===== config.mk =====
export PLATFORM = sky130hd
export DESIGN_NAME = router_fsm_n
export DESIGN_NICKNAME = d
export VERILOG_FILES = /design/src/rtl/router_pkg.sv /design/src/rtl/router_wait_timer.sv /design/src/rtl/router_fsm_n.sv
export SDC_FILE = /design/constraint.sdc
export NUM_CORES = 1
export LEC_CHECK = 0
export BUFFER_PORTS_ARGS = -buffer_cell sky130_fd_sc_hd__buf_4
export CAP_MARGIN = 5
export CORE_AREA = 2 2 54 56
export DETAILED_ROUTE_END_ITERATION = 8
export DIE_AREA = 0 0 56 58
export PLACE_DENSITY = 0.77
export SETUP_SLACK_MARGIN = 0.05
export SLEW_MARGIN = 10
export SYNTH_ARGS = -nofsm -noshare
export SYNTH_HDL_FRONTEND = slang
export SYNTH_SLANG_ARGS = --single-unit
export TNS_END_PERCENT = 10

===== constraint.sdc =====
create_clock -name clk -period 2.5 [get_ports clk]
set_clock_uncertainty 0.15 [all_clocks]
set_input_delay 0.375 -clock clk [delete_from_list [all_inputs] [get_ports clk]]
set_output_delay 0.375 -clock clk [all_outputs]
set_load 0.1 [all_outputs]

===== src/rtl/router_pkg.sv =====
// Shared definitions for the 1xN router controller: state encoding,
// state count and timer sizing helper.
package router_pkg;

  typedef enum logic [3:0] {
    DECODE_ADDRESS     = 4'd0,
    LOAD_FIRST_DATA    = 4'd1,
    LOAD_DATA          = 4'd2,
    FIFO_FULL_STATE    = 4'd3,
    LOAD_AFTER_FULL    = 4'd4,
    LOAD_PARITY        = 4'd5,
    CHECK_PARITY_ERROR = 4'd6,
    WAIT_TILL_EMPTY    = 4'd7,
    DROP_PACKET        = 4'd8
  } state_e;

  localparam int unsigned NUM_STATES = 9;
  localparam int unsigned STATE_W    = 4;

  // Bits needed to hold the wait-timer load value (tmo-1); never narrower than 1.
  function automatic int unsigned tmr_width(input int unsigned tmo);
    if (tmo < 2) return 1;
    return $clog2(tmo);
  endfunction

endpackage


===== src/rtl/router_wait_timer.sv =====
// Down-counter bounding the time a packet may sit in WAIT_TILL_EMPTY.
// clr loads WAIT_TMO-1 on the edge that enters WAIT; the count then steps
// down once per WAIT cycle and expired is raised in the WAIT_TMO-th cycle.
// WAIT_TMO = 0 disables expiry entirely.
module router_wait_timer
  import router_pkg::*;
#(
  parameter int unsigned WAIT_TMO = 64
) (
  input  logic clk,
  input  logic resetn,
  input  logic clr,
  input  logic en,
  output logic expired
);

  localparam int unsigned   TW       = tmr_width(WAIT_TMO);
  localparam int unsigned   LOAD_INT = (WAIT_TMO == 0) ? 0 : WAIT_TMO - 1;
  localparam logic [TW-1:0] LOAD_VAL = LOAD_INT[TW-1:0];
  localparam logic          TMO_ON   = (WAIT_TMO != 0);

  logic [TW-1:0] cnt_q, cnt_d;

  // Load on entry, then count down while waiting; park at zero.
  always_comb begin
    cnt_d = cnt_q;
    if (clr) begin
      cnt_d = LOAD_VAL;
    end else if (en && (cnt_q != '0)) begin
      cnt_d = cnt_q - TW'(1);
    end
  end

  // Counter register.
  always_ff @(posedge clk or negedge resetn) begin
    if (!resetn) cnt_q <= '0;
    else         cnt_q <= cnt_d;
  end

  assign expired = TMO_ON && en && (cnt_q == '0);

endmodule


===== src/rtl/router_fsm_n.sv =====
// Control FSM for the 1xN packet router: header decode, load sequencing,
// source stall, invalid-address / timeout drop and drop counting.
//
//  state              | meaning
//  -------------------+--------------------------------------------------
//  DECODE_ADDRESS     | idle, waiting for a header; latches dest_sel
//  LOAD_FIRST_DATA    | header byte written to the selected FIFO
//  LOAD_DATA          | payload streaming
//  FIFO_FULL_STATE    | selected FIFO full, source stalled
//  LOAD_AFTER_FULL    | resume after full; decide parity / more payload
//  LOAD_PARITY        | parity byte written
//  CHECK_PARITY_ERROR | clear internal parity/error registers
//  WAIT_TILL_EMPTY    | target FIFO busy with an earlier packet
//  DROP_PACKET        | invalid address or wait timeout; bytes discarded
module router_fsm_n
  import router_pkg::*;
#(
  parameter int unsigned NUM_CH   = 3,
  parameter int unsigned ADDR_W   = 2,
  parameter int unsigned WAIT_TMO = 64,
  parameter int unsigned CNT_W    = 8
) (
  input  logic              clk,
  input  logic              resetn,
  input  logic              pkt_valid,
  input  logic [ADDR_W-1:0] data_in,
  input  logic              fifo_full,
  input  logic [NUM_CH-1:0] fifo_empty,
  input  logic [NUM_CH-1:0] soft_reset,
  input  logic              low_pkt_valid,
  input  logic              parity_done,
  output logic              detect_add,
  output logic              lfd_state,
  output logic              ld_state,
  output logic              laf_state,
  output logic              full_state,
  output logic              write_en_reg,
  output logic              rst_int_reg,
  output logic              busy,
  output logic              drop_state,
  output logic [ADDR_W-1:0] dest_sel,
  output logic              pkt_dropped,
  output logic [CNT_W-1:0]  drop_cnt
);

  // Address space may exceed the channel count; unused slots read as 0 so an
  // out-of-range dest_sel never sees "empty" or a soft reset.
  localparam int unsigned   NSEL     = 1 << ADDR_W;
  localparam logic [ADDR_W:0] NUM_CH_V = NUM_CH[ADDR_W:0];

  state_e            state_q, state_d;
  logic [ADDR_W-1:0] dest_sel_q, dest_sel_d;
  logic [CNT_W-1:0]  drop_cnt_q, drop_cnt_d;
  logic              pkt_dropped_q, pkt_dropped_d;

  logic [NSEL-1:0]   empty_ext;
  logic [NSEL-1:0]   srst_ext;
  logic              addr_ok;
  logic              tmr_clr;
  logic              tmr_en;
  logic              tmr_expired;
  logic              drop_entry;

  assign empty_ext = NSEL'(fifo_empty);
  assign srst_ext  = NSEL'(soft_reset);
  assign addr_ok   = ({1'b0, data_in} < NUM_CH_V);

  router_wait_timer #(
    .WAIT_TMO (WAIT_TMO)
  ) u_wait_timer (
    .clk     (clk),
    .resetn  (resetn),
    .clr     (tmr_clr),
    .en      (tmr_en),
    .expired (tmr_expired)
  );

  // Next-state and destination latch; soft reset of the selected channel overrides all.
  always_comb begin
    state_d    = state_q;
    dest_sel_d = dest_sel_q;
    case (state_q)
      DECODE_ADDRESS: begin
        if (pkt_valid) begin
          dest_sel_d = data_in;
          if (!addr_ok)                 state_d = DROP_PACKET;
          else if (empty_ext[data_in])  state_d = LOAD_FIRST_DATA;
          else                          state_d = WAIT_TILL_EMPTY;
        end
      end
      WAIT_TILL_EMPTY: begin
        if (empty_ext[dest_sel_q]) state_d = LOAD_FIRST_DATA;
        else if (tmr_expired)      state_d = DROP_PACKET;
      end
      LOAD_FIRST_DATA: state_d = LOAD_DATA;
      LOAD_DATA: begin
        // fifo_full takes precedence over end of packet
        if (fifo_full)       state_d = FIFO_FULL_STATE;
        else if (!pkt_valid) state_d = LOAD_PARITY;
      end
      FIFO_FULL_STATE: begin
        if (!fifo_full) state_d = LOAD_AFTER_FULL;
      end
      LOAD_AFTER_FULL: begin
        if (parity_done)        state_d = DECODE_ADDRESS;
        else if (low_pkt_valid) state_d = LOAD_PARITY;
        else                    state_d = LOAD_DATA;
      end
      LOAD_PARITY: state_d = CHECK_PARITY_ERROR;
      CHECK_PARITY_ERROR: begin
        if (fifo_full) state_d = FIFO_FULL_STATE;
        else           state_d = DECODE_ADDRESS;
      end
      DROP_PACKET: begin
        if (!pkt_valid) state_d = DECODE_ADDRESS;
      end
      default: state_d = DECODE_ADDRESS;
    endcase

    if ((state_q != DECODE_ADDRESS) && srst_ext[dest_sel_q]) begin
      state_d = DECODE_ADDRESS;
    end
  end

  // Timer control, drop pulse and saturating drop counter.
  always_comb begin
    tmr_en        = (state_q == WAIT_TILL_EMPTY);
    tmr_clr       = (state_d == WAIT_TILL_EMPTY) && (state_q != WAIT_TILL_EMPTY);
    drop_entry    = (state_d == DROP_PACKET) && (state_q != DROP_PACKET);
    pkt_dropped_d = drop_entry;
    drop_cnt_d    = drop_cnt_q;
    if (drop_entry && (drop_cnt_q != '1)) begin
      drop_cnt_d = drop_cnt_q + CNT_W'(1);
    end
  end

  // State and datapath registers.
  always_ff @(posedge clk or negedge resetn) begin
    if (!resetn) begin
      state_q       <= DECODE_ADDRESS;
      dest_sel_q    <= '0;
      drop_cnt_q    <= '0;
      pkt_dropped_q <= 1'b0;
    end else begin
      state_q       <= state_d;
      dest_sel_q    <= dest_sel_d;
      drop_cnt_q    <= drop_cnt_d;
      pkt_dropped_q <= pkt_dropped_d;
    end
  end

  assign detect_add   = (state_q == DECODE_ADDRESS);
  assign lfd_state    = (state_q == LOAD_FIRST_DATA);
  assign ld_state     = (state_q == LOAD_DATA);
  assign laf_state    = (state_q == LOAD_AFTER_FULL);
  assign full_state   = (state_q == FIFO_FULL_STATE);
  assign write_en_reg = (state_q == LOAD_DATA) || (state_q == LOAD_PARITY) ||
                        (state_q == LOAD_AFTER_FULL);
  assign rst_int_reg  = (state_q == CHECK_PARITY_ERROR);
  assign busy         = (state_q == LOAD_FIRST_DATA) || (state_q == FIFO_FULL_STATE) ||
                        (state_q == LOAD_AFTER_FULL) || (state_q == LOAD_PARITY) ||
                        (state_q == CHECK_PARITY_ERROR) || (state_q == WAIT_TILL_EMPTY);
  assign drop_state   = (state_q == DROP_PACKET);
  assign dest_sel     = dest_sel_q;
  assign pkt_dropped  = pkt_dropped_q;
  assign drop_cnt     = drop_cnt_q;

endmodule


# After elaboration in Yosys (flattened, before gate mapping)
# Index checks and enable logic that the tools add are counted.
# classes
n_addsub	2
order_cmp	3
eq_ne	13
muxes	22
n_reduce_logical	19
# op_table
op	count
4-bit 2-to-1 mux	9
4-bit case mux with 9 select lines	1
4-bit by 3-bit == test with 1-bit output (second input constant)	5
6-bit 2-to-1 mux	2
3-bit 2-to-1 mux	3
8-bit by 1-bit adder with 8-bit output (second input constant)	1
4-bit by 2-bit == test with 1-bit output (second input constant)	2
4-bit == test (second input constant)	2
8-bit != test (second input constant)	1
1-bit logical OR	7
1-bit binary-select mux with 2-bit select	3
1-bit logical AND	6
6-bit logical NOT	1
2-bit by 3-bit less-than comparator with 1-bit output (second input constant)	2
6-bit nonzero test	1
6-bit by 1-bit subtractor with 6-bit output (second input constant)	1
4-bit by 1-bit == test with 1-bit output (second input constant)	1
4-bit logical NOT	1
4-bit by 3-bit != test with 1-bit output (second input constant)	1
4-bit != test (second input constant)	1
4-bit nonzero test	1
1-bit 2-to-1 mux	3
2-bit less-than comparator (second input constant)	1
2-bit 2-to-1 mux	1
other kinds (2)	2
# word_totals
regBits	21
inputBits	14
output_inout_bits	20
elab_cells	64

# Longest topological paths before layout
# Gate-level depths: netlist (run 1).
# logic_depth
ltp_word	10
ltp_mapped	7

# Cells and area by module
# Synthesis (run 1) repeated with hierarchy kept, for this count alone.
# unflattened
hier_cells	154
hier_area_um2	1506.4
# modules_own_cells
module	instances	cells_each	area_per_inst_um2
router_fsm_n	1	113	1102.3
router_wait_timer	1	41	404.1

# Worst setup path before layout (run 1)
# OpenSTA, ideal clock, no wires.
# synth_path
kind	flip-flop to flip-flop
from	register state_q[2]
to	register drop_cnt_q[1] (netlist: drop_cnt[1])
t_arrival_ps	4927
path_slack_ps	-2703
stages_incl_launch_ff	7
n_path_buf	0
path_cell_list	dfrtp_1 nor4_1 nand2_1 o221ai_2 a311oi_2 and2_4 mux2_4
# synth_via
elab_cells_between_ends	25
classes_between	10 x eq/ne; 9 x mux; 6 x reduce/logical
# synth_rtl
element	line	text
start: declaration	router_fsm_n.sv:51	state_e state_q, state_d;
start signal: assignment	router_fsm_n.sv:145	state_q <= state_d;
4-bit logical NOT	--	
via detect_add	router_fsm_n.sv:32	output logic detect_add,
4-bit case mux with 9 select lines	router_fsm_n.sv:82	case (state_q)
4-bit 2-to-1 mux	router_fsm_n.sv:120	if ((state_q != DECODE_ADDRESS) && srst_ext[dest_sel_q]) begin
4-bit == test	router_fsm_n.sv:129	drop_entry = (state_d == DROP_PACKET) && (state_q != DROP_PACKET);
1-bit logical AND	router_fsm_n.sv:129	
1-bit logical AND	router_fsm_n.sv:132	if (drop_entry && (drop_cnt_q != '1)) begin
end signal: assignment	router_fsm_n.sv:147	drop_cnt_q <= drop_cnt_d;
end: declaration	router_fsm_n.sv:53	logic [CNT_W-1:0] drop_cnt_q, drop_cnt_d;
# The timed path passes the listed nets, and every way through them passes these cells.
# A chain may end at the register's enable or synchronous reset.

# Worst setup path after layout (run 1)
# layout_path
from	register state_q[0]
to	output write_en_reg
# layout_via
elab_chain_len	3
elab_cells_between_ends	5
classes_between	3 x eq/ne; 2 x reduce/logical
# layout_rtl
element	line	text
4-bit by 2-bit == test with 1-bit output or 4-bit by 3-bit == test with 1-bit output (tied branches)	router_fsm_n.sv:157	assign write_en_reg = (state_q == LOAD_DATA) || (state_q == LOAD_PARITY) ||
1-bit logical OR	router_fsm_n.sv:157	
1-bit logical OR (*)	router_fsm_n.sv:157	
end: declaration	router_fsm_n.sv:37	output logic write_en_reg,
# Every way passes the cells marked *; elsewhere a longest branch is shown, timed or not.

==> metrics.md, run 1 <==
| Metric | Value |
|---|---|
| Via count | `1131` |
| CTS tree | `yes` |
| Overall Global Routing Usage | `18.5%` |
| Top-area cell type share of the netlist area | `between 40% and 50%` |
| Main synth FF type | `dfrtp_1` |
| Unique cell type count in the Yosys netlist | `41` |
| Clock Latency Late Sink | `roughly 0.3 ns` |
| Pin count of the biggest net entering global routing | `22` |
| Max clock buf depth | `2` |
| # IOs | `34` |
| Routed WL per cell | `around 14 um` |
| RSZ-0062 raised after global routing | `false` |
| Post-Route WL | `2890 um` |
| CP required | `approximately 2.0 ns` |
| Clock tree root buffer cell | `clkbuf_4` |
| Final Max Tran Viols | `0` |
| # placed instances | `200` |
| Layout cell share with drive strength beyond 1 | `between 30% and 40%` |
| Adder-cell share of the synthesized area | `roughly 3.8%` |
| Register area share after synthesis | `41.2%` |
| Max capacitance violation total | `0` |
| PD cells | `1320 nW/um^2` |
| Crit. End Element | `output port` |
| Hold Path Class | `in -> reg` |
| Period Utilization, post-route | `between 90% and 100%` |
| Outcome | `finished clean` |
| Tmin final | `2.35 ns` |
| Worst VDD drop | `1.11 mV` |
| R2R setup slack | `0.26 ns` |
| Routability congestion estimate | `between 0.8 and 0.9` |
| Height of the die | `slightly below 60 um` |
| Final hold vios | `0` |
| Mux contribution to synthesized area | `5.29%` |
| Startpoint Class | `flop` |
| Compound-gate portion of the synthesized area | `14.2%` |
| Number of global-route vias before repair | `approximately 1200` |
| Largest family of logic cells by synthesized area | `simple AND/OR/NAND/NOR gates` |
| #FFs+latches synth | `21` |
| First-pass GRT wire length | `4880 um` |
| Top-count cell post-synth | `dfrtp_1` |
| Initial core utilization | `between 40% and 50%` |
| DRC | `0` |
| Slowest stage delay, CP | `~0.42 ns` |
| Top post-synthesis cells by count | `dfrtp_1 (21), nor2_1 (15), nand2_1 (11)` |
| Post-synth top area cell | `dfrtp_1` |
| Slew margin rel. | `70.6%` |
| Hpwl dp | `2290 um` |
| Remaining Overflow, GRT | `0` |
| CTS buffer count | `3` |
| Ys async rst share | `100%` |
| Ranking of synthesized cells by area | `dfrtp_1 (41%), xnor2_1 (6.2%), nor2_1 (4.4%), nand2_1 (3.2%), a21oi_1 (3.1%)` |
| Final Non-Filler Cells | `around 210` |
| Number of synthesized flops with an enable pin | `0` |
| Number of I/O port buffers | `33` |
| Pre-antenna DRT Iters | `4` |
| Die Area | `3250 sq um` |
| Mapped Cells | `roughly 140` |
| Avg Cell Area, Syn | `9.45 sq um` |
| Initial antenna violation count | `0` |
| Setup TNS | `0 ns` |
| # nets final | `192` |
| Vias per cell | `around 5.5` |
| # diodes | `0` |
| Slew @ Worst Pin | `between 0.4 and 0.5 ns` |
| Die X | `roughly 56 um` |
| Antenna-violating nets left | `0` |
| CP cell instances | `buf_4 -> inv_1 -> nand2_1 -> or2_2 -> a21oi_2 -> buf_6` |
| CTS Sinks | `21` |
| Syn_nets | `roughly 150` |
| Detailed router's first-iteration violation count | `37` |
| Leak | `about 0.76 nW` |
| H-tree depth | `1` |
| Mapped cell area | `1280 sq um` |
| Simple-Gate Fraction of Synth Area | `24.7%` |
| Max Fclk | `approximately 420 MHz` |
| CP Max Fanout | `10` |
| Final setup violation count | `0` |
| Core area | `around 2700 sq um` |
| Row cnt | `19` |
| WP data arrival | `around 1.8 ns` |
| Post-synthesis xor/xnor area fraction | `between 7 and 8%` |
| CP Class | `reg -> out` |
| Crit-path slowest cell | `dfrtp_1` |
| Clock slew at reported path FFs | `approximately 0.12 ns` |
| Yosys warnings | `0` |
| Area grow syn2layout | `29.8%` |
cell usage in the layout (no fill, tap or decap), drive strengths merged, types with 2 or more instances in the layout:
| master | instances |
|---|---|
| nor3 | 3 |
| nand4 | 4 |
| and2 | 4 |
| dfrtp | 21 |
| o21ai | 5 |
| and3 | 6 |
| inv | 5 |
| nor3b | 2 |
| mux2 | 3 |
| mux2i | 3 |
| or3 | 2 |
| nand3 | 3 |
| xor2 | 2 |
| clkbuf | 3 |
| ha | 3 |
| nand2b | 2 |
| a21boi | 2 |
| a21oi | 8 |
| nor2 | 15 |
| buf | 38 |
| xnor2 | 9 |
| nor4 | 3 |
| nand2 | 11 |
| o211ai | 2 |
metrics by stage:
stage / total power, W / util (%) / worst slack, ns / hold WS, ns / instance area [sq um]
after floorplan: 0.00168 / - / -0.554 / -0.0706 / 1310
after global placement: 0.00198 / 60.5 / 0.411 / 0.122 / 1610
after detailed placement: 0.00201 / 60.5 / 0.330 / 0.122 / 1610
after CTS: 0.00218 / 61.9 / 0.0810 / 0.179 / 1650
after global routing: 0.00227 / 62.2 / 0.0703 / 0.186 / 1660
final: 0.00218 / 62.2 / 0.146 / 0.186 / 1660
metal layers:
metal | vias to the layer above | wire length (um) | share of wire (%) | global-route usage, %
met4 | 0 | 21 | 0.73 | 4.08
met3 | 2 | 128 | 4.4 | 2.01
met5 | - | 0 | 0 | 0
li1 | 559 | - | - | -
met2 | 28 | 1500 | 52 | 35.1
met1 | 542 | 1250 | 43 | 22.6
where the power goes:
part	switching [W]	internal, W
clock network	0.000101	0.0000597
logic	0.00111	0.000413
registers	0.0000901	0.000411
total	0.00130	0.000883
worst paths after layout:
path / from / depth (start not counted) / end
setup / recovery: state_q[0] / 6 / write_en_reg
hold reg to reg: drop_cnt[4] / 1 / drop_cnt[4]
min in group asynchronous: resetn / 2 / drop_cnt[4]
setup reg to reg: state_q[3] / 6 / drop_cnt[1]
max in group asynchronous: resetn / 2 / dest_sel[0]
hold / removal: data_in[0] / 2 / dest_sel[0]
what timing repair did:
action	in CTS	in global routing
endpoints found under the setup margin	0	1
endpoints found under the hold margin	21	0
hold buffers	1	0
gates resized for setup	0	2
buffers inserted	0	0
state kept, by name, indices dropped and copies added (netlist names):
name,count
state_q,4
u_wait_timer.cnt_q,6
pkt_dropped,1
drop_cnt,8
dest_sel,2
critical path, delay by kind of cell, from the launching register on:
| family | cells | cell delay [ns] |
|---|---|---|
| flip-flops | 1 | 0.42 |
| buffers and inverters | 3 | 0.54 |
| AND/OR/NAND/NOR | 2 | 0.41 |
| AO/OA/AOI/OAI | 1 | 0.15 |
final cells by class:
cell class | instances | area, sq um
inverters | 5 | 18.8
fillers | 228 | 1010
clock buffers | 3 | 22.5
multi-input cells | 105 | 747
well taps | 31 | 38.8
flip-flops and latches | 21 | 526
clock inverters | 1 | 5.00
repair buffers | 39 | 299
cell families after synthesis:
group / count (synthesis)
fa+ha+maj: 4
simple gates: 58
buf+inv: 9
flops: 21
mux: 6
xor+xnor: 11
compound gates: 26
Power figures use the tool's default switching activity.
==> inputs of run 2 (changes only) <==
--- a/config.mk
+++ b/config.mk
@@ -7,10 +7,10 @@
 export LEC_CHECK = 0
 export BUFFER_PORTS_ARGS = -buffer_cell sky130_fd_sc_hd__buf_4
 export CAP_MARGIN = 5
-export CORE_AREA = 2 2 54 56
+export CORE_AREA = 2 2 58 60
 export DETAILED_ROUTE_END_ITERATION = 8
-export DIE_AREA = 0 0 56 58
-export PLACE_DENSITY = 0.77
+export DIE_AREA = 0 0 60 62
+export PLACE_DENSITY = 0.68
 export SETUP_SLACK_MARGIN = 0.05
 export SLEW_MARGIN = 10
 export SYNTH_ARGS = -nofsm -noshare
==> metrics.md, run 2 (synthesized netlist as in run 1, its figures left out) <==
| Metric | Value |
|---|---|
| Pre-antenna DRT Iters | `4` |
| Final hold vios | `0` |
| Vias per cell | `5.22` |
| Final setup violation count | `0` |
| Hold Path Class | `in -> reg` |
| Critical Path End | `write_en_reg` |
| Area grow syn2layout | `30.9%` |
| R2r endpoint | `drop_cnt[1]` |
| Routability congestion estimate | `~0.84` |
| Max capacitance violation total | `0` |
| Startpoint Class | `flop` |
| Clock tree root buffer cell | `clkbuf_4` |
| Number of I/O port buffers | `33` |
| Number of global-route vias before repair | `1077` |
| CP required | `1.98 ns` |
| Worst VDD drop | `slightly above 0.8 mV` |
| Pre-CTS WS | `about 0.34 ns` |
| RSZ-0062 raised after global routing | `false` |
| # IOs | `34` |
| Worst-case reg-to-reg path depth | `6` |
| R2R setup slack | `0.31 ns` |
| Hold path startpoint | `data_in[0]` |
| Setup Fix Bufs, Post-CTS | `0` |
| Max Fclk | `between 400 and 500 MHz` |
| Initial core utilization | `roughly 40%` |
| Outcome | `finished clean` |
| Pin count of the biggest net entering global routing | `22` |
| Antenna-violating nets left | `0` |
| Register area | `526 sq um` |
| Post-Route WL | `2970 um` |
| Remaining Overflow, GRT | `0` |
| Leak | `0.757 nW` |
| Post-route cell area | `approximately 1700 sq um` |
| Hpwl dp | `about 2300 um` |
| CP Class | `reg -> out` |
| Largest register FFs | `8` |
| CTS tree | `yes` |
| Slew margin rel. | `a little under three quarters` |
| Tmin final | `between 2 and 2.5 ns` |
| Die X | `about 60 um` |
| Slew @ Worst Pin | `between 0.4 and 0.5 ns` |
| Via count | `around 1100` |
| WP data arrival | `1.79 ns` |
| DRC | `0` |
| Height of the die | `~62 um` |
| Die Area | `approximately 3700 sq um` |
| # diodes | `0` |
| Final WS setup | `about 0.19 ns` |
| FILL cells | `slightly above 300` |
| Most frequent cells in the layout | `buf_4 (37), dfrtp_1 (21), nor2_1 (14), nand2_1 (11), xnor2_1 (9)` |
| H-tree depth | `1` |
| Layout cell share with drive strength beyond 1 | `32.8%` |
| Row cnt | `21` |
| Core area | `between 3000 and 4000 sq um` |
| CTS Sinks | `21` |
| Most common cell after layout, fill and taps aside | `buf_4` |
| Initial antenna violation count | `0` |
| Final Max Tran Viols | `0` |
| Post-place instance area | `1630 sq um` |
| First-pass GRT wire length | `about 4800 um` |
| CP Max Fanout | `8` |
| CTS buffer count | `3` |
| Clock Latency Late Sink | `0.30 ns` |
| Max clock buf depth | `2` |
| Clock slew at reported path FFs | `~0.1 ns` |
| Overall Global Routing Usage | `between 10% and 20%` |
| Detailed router's first-iteration violation count | `55` |
| Worst r2r src | `state_q[3]` |
| PD cells | `1300 nW/um^2` |
| # nets final | `approximately 190` |
| Routed WL per cell | `about 13 um` |
| Crit. End Element | `output port` |
| Multi-input gate area | `roughly 740 sq um` |
| Setup crit start | `state_q[0]` |
| Period Utilization, post-route | `about 90%` |
## run 2: changes by cell type in the layout (fill, tap and decap cells not counted)
cell and change:
a21oi_1 +1, a21oi_2 -1, clkbuf_1 +1, clkinv_2 -1
## run 2: worst min path at each step
| stage | slack, ns | cells past startpoint | end |
|---|---|---|---|
| global route | 0.18 | 2 | dest_sel[0] |
| floorplan | -0.07 | 0 | dest_sel[0] |
| global placement | 0.12 | 1 | u_wait_timer.cnt_q[5] |
| CTS | 0.19 | 2 | dest_sel[0] |
| finish | 0.20 | 2 | dest_sel[0] |
| detailed placement | 0.12 | 1 | u_wait_timer.cnt_q[5] |
## run 2: timing repair
item	in CTS	in global routing
hold endpoints to repair	21	0
hold buffers	1	0
endpoints found under the setup margin	0	1
resized for setup	0	1
## run 2: critical path: stages (launching register included)
cell and delay (ns):
dfrtp_1 0.49, inv_1 0.17, nand2_1 0.12, or2_2 0.29, a21oi_1 0.18, buf_6 0.25
## run 2: metal layers
metal	vias up	GRT usage, %	part of all wire (%)	wire length (um)
met4	0	5.71	1.0	31
met1	552	21.5	45	1330
met3	4	1.86	4.3	129
li1	562	-	-	-
met2	31	29.8	50	1480
met5	-	0	0	0
## run 2: final cells by class
type	instances	share of cell area [%]
multi-input cells	105	44.5
flip-flops and latches	21	31.5
repair buffers	39	17.9
well taps	46	3.45
clock buffers	4	1.57
inverters	5	1.12
## run 2: report_power, final
group | switching, W | internal, W | total, W
sequential | 0.0000885 | 0.000411 | 0.000500
combinational | 0.00110 | 0.000409 | 0.00151
clock | 0.0000971 | 0.0000621 | 0.000159
## run 2: per-stage QoR
| step | total power, W | hold slack [ns] | cells | TNS, ns | utilization, % |
|---|---|---|---|---|---|
| 3_3_place_gp | 0.00199 | 0.118 | 215 | 0 | 51.3 |
| 6_report | 0.00217 | 0.197 | 220 | 0 | 52.5 |
| 5_1_grt | 0.00229 | 0.177 | 220 | 0 | 52.5 |
| 3_5_place_dp | 0.00201 | 0.122 | 215 | 0 | 51.3 |
| 2_1_floorplan | 0.00168 | -0.0706 | 135 | -3.66 | - |
| 4_1_cts | 0.00217 | 0.191 | 220 | 0 | 52.4 |
